### src/rtl/lpf_decimator.sv
// lpf_decimator: decimating output stage for the Tustin low-pass filter.
//
// Keeps one filter sample out of every `ratio` valid samples. Each kept
// sample is reduced from Q1.(IN_BITS-1) to Q1.(OUT_BITS-1) and offered on a
// ready/valid stream through a 2-entry first-word-fall-through buffer. A kept
// sample that finds the buffer full, with no pop in the same cycle, is
// dropped, and the sticky overflow flag is set.
//
// Optional feature (compile-time macro LPF_DECIM_ROUND_EN):
//   defined   - round half-up before reduction, saturating at positive max
//   undefined - truncate (toward -inf)
//
// Ports:
//   clk            clock
//   rst            synchronous active-high reset
//   in             signed filter sample, IN_BITS
//   in_valid       one-cycle strobe per filter sample
//   ratio          unsigned decimation factor (0 behaves as 1)
//   out_data       signed decimated sample, OUT_BITS (head of buffer)
//   out_valid      buffer not empty
//   out_ready      consumer accepts out_data when high with out_valid
//   overflow       sticky: a selected sample was dropped
//   clear_overflow clears overflow (a simultaneous drop wins)
module lpf_decimator #(
  parameter int unsigned IN_BITS    = 32,
  parameter int unsigned OUT_BITS   = 16,
  parameter int unsigned RATIO_BITS = 16
) (
  input  logic                  clk,
  input  logic                  rst,
  input  logic [IN_BITS-1:0]    in,
  input  logic                  in_valid,
  input  logic [RATIO_BITS-1:0] ratio,
  output logic [OUT_BITS-1:0]   out_data,
  output logic                  out_valid,
  input  logic                  out_ready,
  output logic                  overflow,
  input  logic                  clear_overflow
);

  localparam int unsigned SHIFT     = IN_BITS - OUT_BITS;
  localparam int unsigned CNT_BITS  = 2;

  // ---------------------------------------------------------------------
  // Phase counter and latched decimation ratio
  // ---------------------------------------------------------------------
  logic [RATIO_BITS-1:0] ratio_sat_c;
  logic [RATIO_BITS-1:0] ratio_reg;
  logic [RATIO_BITS-1:0] eff_ratio_c;
  logic [RATIO_BITS-1:0] phase;
  logic                  ratio_loaded;
  logic                  phase_wrap_c;
  logic                  select_c;

  assign ratio_sat_c  = (ratio == '0) ? RATIO_BITS'(1) : ratio;
  // Until the first post-reset load, the live ratio input stands in for
  // ratio_reg so a sample arriving on that very cycle sees a sane period.
  assign eff_ratio_c  = ratio_loaded ? ratio_reg : ratio_sat_c;
  assign phase_wrap_c = (phase == (eff_ratio_c - RATIO_BITS'(1)));
  assign select_c     = in_valid && (phase == '0);

  // Counter advances on in_valid only; ratio reloads at each period boundary.
  always_ff @(posedge clk) begin
    if (rst) begin
      phase        <= '0;
      ratio_reg    <= RATIO_BITS'(1);
      ratio_loaded <= 1'b0;
    end else begin
      ratio_loaded <= 1'b1;
      if (!ratio_loaded) begin
        ratio_reg <= ratio_sat_c;
      end
      if (in_valid) begin
        if (phase_wrap_c) begin
          phase     <= '0;
          ratio_reg <= ratio_sat_c;
        end else begin
          phase <= phase + RATIO_BITS'(1);
        end
      end
    end
  end

  // ---------------------------------------------------------------------
  // Width reduction (combinational), then one register stage
  // ---------------------------------------------------------------------
  logic [OUT_BITS-1:0] top_c;
  logic [OUT_BITS-1:0] conv_c;
  logic                unused_low_c;

  assign top_c        = in[IN_BITS-1 -: OUT_BITS];
  assign unused_low_c = ^in[SHIFT-1:0];

`ifdef LPF_DECIM_ROUND_EN
  localparam logic [OUT_BITS-1:0] POS_MAX = {1'b0, {(OUT_BITS-1){1'b1}}};
  logic [OUT_BITS:0] rnd_sum_c;

  // Sign-extend by one bit so a carry out of the positive maximum shows up
  // as a sign disagreement; negative inputs only move toward zero.
  assign rnd_sum_c = {top_c[OUT_BITS-1], top_c} + (OUT_BITS+1)'(in[SHIFT-1]);
  assign conv_c    = (rnd_sum_c[OUT_BITS] != rnd_sum_c[OUT_BITS-1]) ?
                     POS_MAX : rnd_sum_c[OUT_BITS-1:0];
`else
  assign conv_c = top_c;
`endif

  logic [OUT_BITS-1:0] conv_data;
  logic                conv_valid;

  always_ff @(posedge clk) begin
    if (rst) begin
      conv_data  <= '0;
      conv_valid <= 1'b0;
    end else begin
      conv_valid <= select_c;
      if (select_c) begin
        conv_data <= conv_c;
      end
    end
  end

  // ---------------------------------------------------------------------
  // 2-entry FWFT buffer: head register drives out_data directly
  // ---------------------------------------------------------------------
  logic [OUT_BITS-1:0] head;
  logic [OUT_BITS-1:0] tail;
  logic [CNT_BITS-1:0] count;
  logic [OUT_BITS-1:0] head_next_c;
  logic [OUT_BITS-1:0] tail_next_c;
  logic [CNT_BITS-1:0] count_next_c;
  logic                pop_c;
  logic                full_c;
  logic                push_c;
  logic                drop_c;

  assign pop_c  = out_valid && out_ready;
  assign full_c = (count == CNT_BITS'(2));
  // A full buffer still takes a push when its head leaves the same cycle.
  assign push_c = conv_valid && (!full_c || pop_c);
  assign drop_c = conv_valid && full_c && !pop_c;

  // Next-state of the buffer for every push/pop combination.
  always_comb begin
    head_next_c  = head;
    tail_next_c  = tail;
    count_next_c = count;
    unique case ({push_c, pop_c})
      2'b10: begin
        if (count == '0) begin
          head_next_c = conv_data;
        end else begin
          tail_next_c = conv_data;
        end
        count_next_c = count + CNT_BITS'(1);
      end
      2'b01: begin
        head_next_c  = tail;
        count_next_c = count - CNT_BITS'(1);
      end
      2'b11: begin
        if (count == CNT_BITS'(1)) begin
          head_next_c = conv_data;
        end else begin
          head_next_c = tail;
          tail_next_c = conv_data;
        end
      end
      default: begin
      end
    endcase
  end

  always_ff @(posedge clk) begin
    if (rst) begin
      head      <= '0;
      tail      <= '0;
      count     <= '0;
      out_valid <= 1'b0;
    end else begin
      head      <= head_next_c;
      tail      <= tail_next_c;
      count     <= count_next_c;
      out_valid <= (count_next_c != '0);
    end
  end

  assign out_data = head;

  // Sticky drop flag; a drop in the clearing cycle keeps it set.
  always_ff @(posedge clk) begin
    if (rst) begin
      overflow <= 1'b0;
    end else begin
      overflow <= drop_c || (overflow && !clear_overflow);
    end
  end

endmodule

### config.mk
export PLATFORM = sky130hd
export DESIGN_NAME = lpf_decimator
export DESIGN_NICKNAME = d
export VERILOG_FILES = /design/src/rtl/lpf_decimator.sv
export SDC_FILE = /design/constraint.sdc
export NUM_CORES = 1
export LEC_CHECK = 0
export CAP_MARGIN = 25
export CORE_MARGIN = 10
export CORE_UTILIZATION = 28
export CTS_CLUSTER_DIAMETER = 40
export DETAILED_ROUTE_END_ITERATION = 16
export DONT_BUFFER_PORTS = 1
export PLACE_DENSITY_LB_ADDON = 0.2
export SYNTH_ARGS = -nofsm -noshare
export SYNTH_HDL_FRONTEND = slang
export SYNTH_SLANG_ARGS = --single-unit
### constraint.sdc
create_clock -name clk -period 6.4 [get_ports clk]
set_clock_uncertainty 0.1 [all_clocks]
set_input_delay 0.64 -clock clk [delete_from_list [all_inputs] [get_ports clk]]
set_output_delay 0.64 -clock clk [all_outputs]
set_load 0.01 [all_outputs]
==> flow_summary_export.csv, run 1 <==
group,metric,value,unit
status,status,"completed",
route,drc,0,
sta,min_period,3.744,ns
global_route,use_met2,15.20,%
layout,register_area,1722,sq um
yosys,synth_seq_area_share,38.89,%
power,p_leak,2.023,nW
layout,postLayoutCellArea,4962,sq um
sta,setup_violations,0,
layout,n_fill_cell,1619,
floorplanning,fp.coreArea,15370,sq um
layout,final_util,32.28,%
yosys,synth_cell_types,57,
sta,max_slew_margin,36.89,%
hold_path,hold_path_class,"in2reg",
place,gp_congestion,0.7650,
floorplanning,die_h,145.7,microns
clock_network,worstSkewPairLatency,0.34,ns
clock_network,cts_buffer_depth,2,
clock_network,root_buffer,"clkbuf_16",
floorplanning,die-width,145.7,microns
sta,rsz0062_at_grt,"no",
global_route,grt_max_degree,58,
route,ant_nets,0,
power,peakVddDrop,0.1176,mV
global_route,met3_usage,4.222,%
hold_path,hold_start,"rst",
sta,final.period_utilization,58.51,%
global_route,gr-usage-met1,12.16,%
yosys,syn-cell-area,4427,sq um
clock_network,cts_max_level,3,
critical_path,crit_family,"simple AND/OR/NAND/NOR gates",
critical_path,crit_buf_inv,1,
sta,max_freq,267.1,MHz
critical_path,crit_chain,"buf_4 > and2b_4 > nor4_1 > a21oi_1 > ha_1 > o21ai_0 > nor4b_1 > xor2_1 > nor4b_2 > nand3_2 > o31ai_4 > nor2_1",
hold_path,holdPathStages,1,
route,vias,3317,
sta,tns,0,ns
route,route.final.wire_length,10.71,mm
yosys,ys.flop_type,"dfxtp_1",
yosys,synthCells,484,
critical_path,cp_max_fo,37,
critical_path,cp_slowest_cell,"o31ai_4",
critical_path,endpoint_kind,"register",
sta,drv_slew,0,
route,wl_per_cell,15.59,microns
place,io_buffers,0,
critical_path,reg2reg_depth,12,
sta,hold_viol,0,
global_route,overflow,0,
route,drt_first_pass_iters,4,
clock_network,postCtsSetupBuffers,0,
critical_path,required,6.50,ns
yosys,synth_nets,543,
clock_network,cts_tree,"built",
floorplanning,ios,71,
critical_path,r2r-start,"ratio_loaded$_DFF_P_",
sta,worst_pin_slew,0.9466,ns
global_route,grt_pass1_vias,3306,
yosys,ys_warn_count,0,
critical_path,crit_start,"ratio_loaded$_DFF_P_",
floorplanning,rows,45,
place,dp_hpwl,7.592,mm
critical_path,crit_path_start_kind,"register",
place,place_area,4589,sq um
power,powerDensity,307.9,nW/um^2
sta,fin_hold_ws,0.2697,ns
yosys,ys_seq_elements,86,
route,viasPerCell,4.828,
global_route,busiest_layer,"met2",
clock_network,cts_resized,0,
clock_network,cts_inserted_buffers,9,
layout,areaGrowthSynthToFinish,12.10,%
floorplanning,die-area,21240,sq um
layout,multi_input_area,2535,sq um
global_route,antenna_found_initial,0,
yosys,synthArstFlopShare,0,%
critical_path,crit_type,"reg2reg",
critical_path,cp.depth,12,
clock_network,cts_hold_buffers,0,
layout,num_antenna_cells,0,
layout,drive_gt1_share,7.773,%
global_route,grtUsageTotal,10.11,%
critical_path,arrival,3.84,ns
route,dr.first_iter.drc_count,114,
yosys,synth_edf_count,0,
clock_network,clock_sinks,86,
yosys,syn_area_per_cell,9.146,sq um
global_route,grt_pass1_wl,17.53,mm
layout,final_nets,531,
floorplanning,start_util,28.80,%
job,maxCapViolations,0,
critical_path,cpPeakStageDelay,0.61,ns
clock_network,cts.clk_slew.worst_paths,0.07,ns
[final cells by class]
cell class | count | share of cell area [%]
well taps | 211 | 5.320
inverters | 7 | 0.5295
flip-flops and latches | 86 | 34.69
clock inverters | 5 | 2.143
repair buffers | 4 | 1.412
multi-input cells | 364 | 51.08
clock buffers | 10 | 4.816
[routing by layer]
metal | routed length, microns | part of all wire [%]
met1 | 4872 | 45
met2 | 4745 | 44
met3 | 844 | 7.9
met4 | 248 | 2.3
met5 | 0 | 0
[through the flow]
step           total power (W)  cells  setup slack [ns]
4_1_cts               0.001552    686             2.606
3_5_place_dp         0.0009304    671             2.572
6_report              0.001528    687             2.656
3_3_place_gp         0.0009137    670             2.597
5_1_grt               0.001617    687             2.288
2_1_floorplan        0.0008657    484             3.165
[kinds of logic after synthesis]
logic type               synth area share, %
AO/OA/AOI/OAI                          9.073
adder cells (fa/ha/maj)                1.696
AND/OR/NAND/NOR                        20.72
flip-flops                             38.89
XOR/XNOR                               7.914
multiplexers                           17.86
buffers and inverters                  3.844
[final timing paths]
check                                  end  slack (ns)
setup / recovery    phase[12]$_SDFFE_PP0P_        2.66
hold / removal         overflow$_SDFF_PP0_        0.27
setup reg to reg    phase[12]$_SDFFE_PP0P_        2.66
hold reg to reg   ratio_reg[15]$_SDFF_PP0_        0.37
[Yosys cell counts (all sizes together), types with 2 or more instances]
cell / n / area, sq um
o211ai: 3 / 22.52
nor3: 12 / 65.06
nand3: 12 / 77.58
nor4: 10 / 83.83
buf: 9 / 76.32
ha: 6 / 75.07
or3b: 3 / 26.28
dfxtp: 86 / 1722
and2: 3 / 18.77
o31ai: 2 / 33.78
clkinv: 2 / 7.510
or3: 4 / 25.02
a211oi: 23 / 177.7
xor2: 15 / 131.4
o21a: 2 / 15.01
nor3b: 3 / 22.52
clkbuf: 18 / 67.56
nand4: 6 / 37.54
xnor2: 25 / 219.0
nor2: 83 / 311.6
a21oi: 10 / 50.05
or2: 2 / 12.52
mux2: 2 / 26.27
nor4b: 4 / 47.55
mux2i: 76 / 764.5
inv: 5 / 18.77
o21ai: 4 / 20.02
nand2: 40 / 150.1
[power breakdown]
group | switching, W | internal, W | total, W
registers | 0.0000563 | 0.000588 | 0.000644
clock network | 0.000221 | 0.000391 | 0.000612
logic | 0.000147 | 0.000124 | 0.000271
[layout by cell type (no fill, tap or decap), drive strengths merged, types with 10 or more instances in the layout]
| cell type | instances |
|---|---|
| nor4 | 10 |
| a21oi | 10 |
| nor3 | 12 |
| nand3 | 12 |
| clkbuf | 10 |
| xnor2 | 25 |
| xor2 | 15 |
| a211oi | 23 |
| nor2 | 83 |
| mux2i | 76 |
| dfxtp | 86 |
| nand2 | 40 |
Note: power is estimated with default switching activity, not from simulation.
==> run 2: changes to the inputs <==
Clock period 6.4 ns to 3.6 ns, I/O delays scaled along.
==> run 2 against run 1 <==
Largest cell class unchanged. Cell count rose by 0.58%. Core utilization rose by 0.098 points. Clock power rose by 67%. Die area did not move. Sequential cell count did not move. Combinational power rose by 77%. Register-to-register slack got worse by 2.3 ns. Critical path depth did not move. Via count fell by 0.48%. Critical path type unchanged.
==> flow_summary_export.csv, run 2 (synthesis gave the netlist of run 1 again) <==
group,metric,value,unit
power,p_leak,2.028,nW
sta,final.period_utilization,90.76,%
critical_path,cp_max_fo,35,
power,power_switching,0.0007813,W
clock_network,postCtsSetupBuffers,0,
route,drt_first_pass_iters,4,
global_route,grt_pass1_wl,17.58,mm
layout,final_common_cell,"dfxtp_1",
power,swShare,29.47,%
clock_network,worstSkewPairLatency,0.35,ns
clock_network,clock_sinks,86,
place,io_buffers,0,
floorplanning,die_h,145.7,microns
route,dr.first_iter.drc_count,146,
status,status,"completed",
power,seqPwrFrac,43.3,%
power,finalPower,0.002651,W
route,wl_per_cell,15.59,microns
sta,min_period,3.267,ns
power,clkPwrFrac,38.6,%
global_route,grt_max_degree,57,
global_route,overflow,0,
route,viasPerCell,4.777,
route,wl_met3,957,microns
layout,final_nets,534,
floorplanning,die-width,145.7,microns
power,peakVddDrop,0.3345,mV
place,gp_congestion,0.7923,
layout,layout_common_cells,"dfxtp_1 (86), nor2_1 (83), mux2i_1 (75)",
layout,num_antenna_cells,0,
route,drc,0,
sta,max_freq,306.1,MHz
critical_path,crit_type,"reg2reg",
global_route,grtUsageTotal,10.23,%
floorplanning,rows,45,
clock_network,cts.clk_slew.worst_paths,0.07,ns
floorplanning,die-area,21240,sq um
place,place_area,4597,sq um
global_route,antenna_found_initial,0,
sta,tns,0,ns
route,met1_length,4.601,mm
critical_path,required,3.76,ns
sta,rsz0062_at_grt,"no",
place,dp_hpwl,7.501,mm
sta,worst_pin_slew,0.9218,ns
hold_path,hold_path_class,"in2reg",
sta,drv_slew,0,
route,ant_nets,0,
layout,areaGrowthSynthToFinish,12.44,%
clock_network,cts_buffer_depth,2,
place,numPlacedInstances,673,
layout,drive_gt1_share,8.542,%
job,maxCapViolations,0,
floorplanning,fp.coreArea,15370,sq um
route,vias,3301,
route,met2_length,5.025,mm
critical_path,endpoint_kind,"register",
route,top_layer,"met4",
global_route,grt_pass1_vias,3285,
power,intPower,0.001870,W
power,combPwrFrac,18.1,%
sta,setup_violations,0,
clock_network,cts_tree,"built",
layout,fin_cells,691,
power,powerDensity,532.7,nW/um^2
layout,postLayoutCellArea,4977,sq um
clock_network,cts_max_level,3,
sta,max_slew_margin,38.55,%
floorplanning,start_util,28.80,%
clock_network,root_buffer,"clkbuf_16",
sta,hold_viol,0,
floorplanning,ios,71,
clock_network,cts_inserted_buffers,9,
critical_path,arrival,3.43,ns
route,route.final.wire_length,10.77,mm
critical_path,reg2reg_setup_slack,0.33,ns
critical_path,crit_path_start_kind,"register",
## run 2: cell count changes in the layout (fill, tap and decap cells not counted)
cell	delta
buf_4	+2
a21oi_1	-1
a21oi_2	+1
buf_12	+1
bufinv_16	-1
clkbuf_1	+1
clkbuf_8	-1
clkinvlp_4	+1
inv_6	+1
## run 2: critical path, cell delays in order (launching register included)
cell and delay [ns]:
dfxtp_1 0.35, buf_12 0.19, nor2_1 0.12, nor2_1 0.07, a21oi_2 0.18, ha_1 0.23
o21ai_0 0.14, nor4b_1 0.41, xor2_1 0.14, nor4b_2 0.27, nand3_2 0.26, or3_1 0.44
a211oi_1 0.26
## run 2: what timing repair did
action	in CTS	in global routing
hold buffers	1	0
endpoints found under the hold margin	56	0
endpoints found under the setup margin	0	15
resized for setup	0	1
## run 2: power by group through the flow
stage	clock [W]	sequential (W)	combinational (W)
2_1_floorplan	0	0.00114	0.000400
3_3_place_gp	0	0.00117	0.000458
3_5_place_dp	0	0.00117	0.000467
4_1_cts	0.00105	0.00115	0.000482
5_1_grt	0.00110	0.00116	0.000544
6_report	0.00102	0.00115	0.000480
## run 2: area by class of cell
type | count | area, sq um
flip-flops and latches | 86 | 1722
well taps | 211 | 264.0
clock inverters | 6 | 92.59
multi-input cells | 364 | 2539
clock buffers | 10 | 229.0
repair buffers | 7 | 105.1
fillers | 1625 | 10390
inverters | 7 | 26.28
## run 2: through the flow
step	setup WS, ns	hold WS [ns]	util [%]
floorplan	0.5528	0.3377	-
global placement	0.2862	0.3412	29.91
finish	0.3326	0.04492	32.38
detailed placement	0.2339	0.3434	29.91
CTS	0.2018	0.03009	32.18
global route	0.02804	0.03896	32.38
## run 2: path summary, 6_finish.rpt
path	cells past startpoint	start	end
setup / recovery	12	ratio_loaded$_DFF_P_	ratio_reg[10]$_SDFF_PP0_
hold / removal	2	ratio[14]	ratio_reg[14]$_SDFF_PP0_
setup reg to reg	12	ratio_loaded$_DFF_P_	ratio_reg[10]$_SDFF_PP0_
hold reg to reg	2	ratio_reg[15]$_SDFF_PP0_	ratio_reg[15]$_SDFF_PP0_
## run 2: layer usage
layer	GRT usage [%]	vias up
li1	-	1676
met1	11.47	1553
met2	16.11	62
met3	5.247	10
met4	4.095	0
met5	0	-
==> run 3: changes to the inputs <==
Settings changed: HOLD_SLACK_MARGIN set to 0.1, SKIP_LAST_GASP set to 1, TNS_END_PERCENT set to 10.
==> run 3 against run 2 <==
Die area unchanged. Cell area grew 6.0%. Total power rose by 1.0%. Register-to-register slack better by 0.03 ns. Sequential cell count is the same. Via count rose by 4.0%. Core utilization grew 2.0 points. Cell count up 4.3%. Critical path depth unchanged. Sequential power hardly changed. Sequential share of layout area shrank 2.0 points. Critical endpoint unchanged.
==> flow_summary_export.csv, run 3 (synthesis gave the netlist of run 1 again) <==
group,metric,value,unit
place,io_buffers,0,
layout,final_common_cell,"dfxtp_1",
place,place_area,4597,sq um
sta,drv_slew,0,
layout,layout_common_cells,"dfxtp_1 (86), nor2_1 (83), mux2i_1 (75)",
route,drt_first_pass_iters,4,
sta,max_freq,308.4,MHz
power,peakVddDrop,0.3438,mV
global_route,grt_pass1_wl,18.15,mm
status,status,"completed",
layout,areaGrowthSynthToFinish,19.22,%
clock_network,cts_max_level,3,
sta,worst_pin_slew,0.9264,ns
route,dr.first_iter.drc_count,152,
route,viasPerCell,4.763,
layout,num_antenna_cells,0,
global_route,grtUsageTotal,10.46,%
critical_path,crit_path_start_kind,"register",
clock_network,cts_tree,"built",
sta,tns,0,ns
clock_network,cts_buffer_depth,2,
route,vias,3434,
layout,drive_gt1_share,8.039,%
place,dp_hpwl,7.501,mm
route,route.final.wire_length,11.01,mm
layout,n_fill_cell,1604,
sta,rsz0062_at_grt,"no",
clock_network,clock_sinks,86,
layout,final_nets,564,
global_route,overflow,0,
power,p_leak,2.156,nW
critical_path,endpoint_kind,"register",
layout,register_area,1722,sq um
layout,final_util,34.33,%
critical_path,required,3.76,ns
sta,hold_viol,0,
floorplanning,start_util,28.80,%
job,maxCapViolations,0,
floorplanning,die-width,145.7,microns
global_route,antenna_found_initial,0,
clock_network,cts.clk_slew.worst_paths,0.07,ns
sta,setup_violations,0,
global_route,grt_pass1_vias,3450,
clock_network,worstSkewPairLatency,0.35,ns
clock_network,root_buffer,"clkbuf_16",
route,ant_nets,0,
floorplanning,die_h,145.7,microns
sta,final.period_utilization,90.06,%
floorplanning,rows,45,
sta,max_slew_margin,38.24,%
route,wl_per_cell,15.27,microns
power,powerDensity,507.4,nW/um^2
layout,multi_input_area,2539,sq um
sta,min_period,3.242,ns
floorplanning,die-area,21240,sq um
critical_path,crit_type,"reg2reg",
hold_path,hold_path_class,"in2reg",
global_route,grt_max_degree,57,
floorplanning,ios,71,
floorplanning,fp.coreArea,15370,sq um
clock_network,cts_inserted_buffers,9,
route,drc,0,
critical_path,arrival,3.40,ns
place,gp_congestion,0.7923,
layout,postLayoutCellArea,5278,sq um
critical_path,cp_max_fo,35,
==> run 3: layout make-up <==
| cell class | instances | area share, % |
|---|---|---|
| well taps | 211 | 5.002 |
| clock buffers | 10 | 4.339 |
| inverters | 7 | 0.4979 |
| multi-input cells | 364 | 48.10 |
| flip-flops and latches | 86 | 32.62 |
| clock inverters | 6 | 1.754 |
| repair buffers | 37 | 7.681 |
==> run 3: timing repair <==
action / in CTS / in global routing
endpoints found under the hold margin: 69 / 0
setup endpoints to repair: 0 / 15
resized for setup: 0 / 1
hold buffers: 31 / 0
buffers inserted: 0 / 0
==> run 3: power by group <==
group / switching (W) / internal, W
logic: 0.000274 / 0.000233
registers: 0.000102 / 0.00105
clock network: 0.000411 / 0.000613
total: 0.000787 / 0.00189
==> run 3: final timing paths <==
check	cells past startpoint	from	slack, ns	end
worst max-delay path	12	ratio_loaded$_DFF_P_	0.36	ratio_reg[10]$_SDFF_PP0_
worst min-delay path	3	in_valid	0.12	phase[2]$_SDFFE_PP0P_
worst max register to register	12	ratio_loaded$_DFF_P_	0.36	ratio_reg[10]$_SDFF_PP0_
worst min register to register	2	ratio_reg[15]$_SDFF_PP0_	0.37	ratio_reg[15]$_SDFF_PP0_
==> run 3: through the flow <==
stage | setup slack (ns) | cells | power [W] | hold slack [ns]
3_3_place_gp | 0.2862 | 673 | 0.001628 | 0.3412
4_1_cts | 0.2018 | 720 | 0.002715 | 0.1102
5_1_grt | 0.02804 | 721 | 0.002834 | 0.1397
2_1_floorplan | 0.5528 | 484 | 0.001539 | 0.3377
6_report | 0.3578 | 721 | 0.002678 | 0.1200
3_5_place_dp | 0.2339 | 673 | 0.001638 | 0.3434
==> run 3: critical path, stage by stage (launching register included) <==
cell      delay [ns]
dfxtp_1         0.35
buf_12          0.19
nor2_1          0.12
nor2_1          0.07
a21oi_2         0.18
ha_1            0.23
o21ai_0         0.14
nor4b_1         0.41
xor2_1          0.14
nor4b_2         0.27
nand3_2         0.26
or3_1           0.44
a211oi_1        0.26
==> run 3: per-layer routing <==
layer	part of all wire (%)	up-vias	global-route usage, %
met1	44	1624	12.04
met4	1.7	0	4.095
met3	7.0	12	4.564
li1	-	1735	-
met2	47	63	16.67
met5	0	-	0
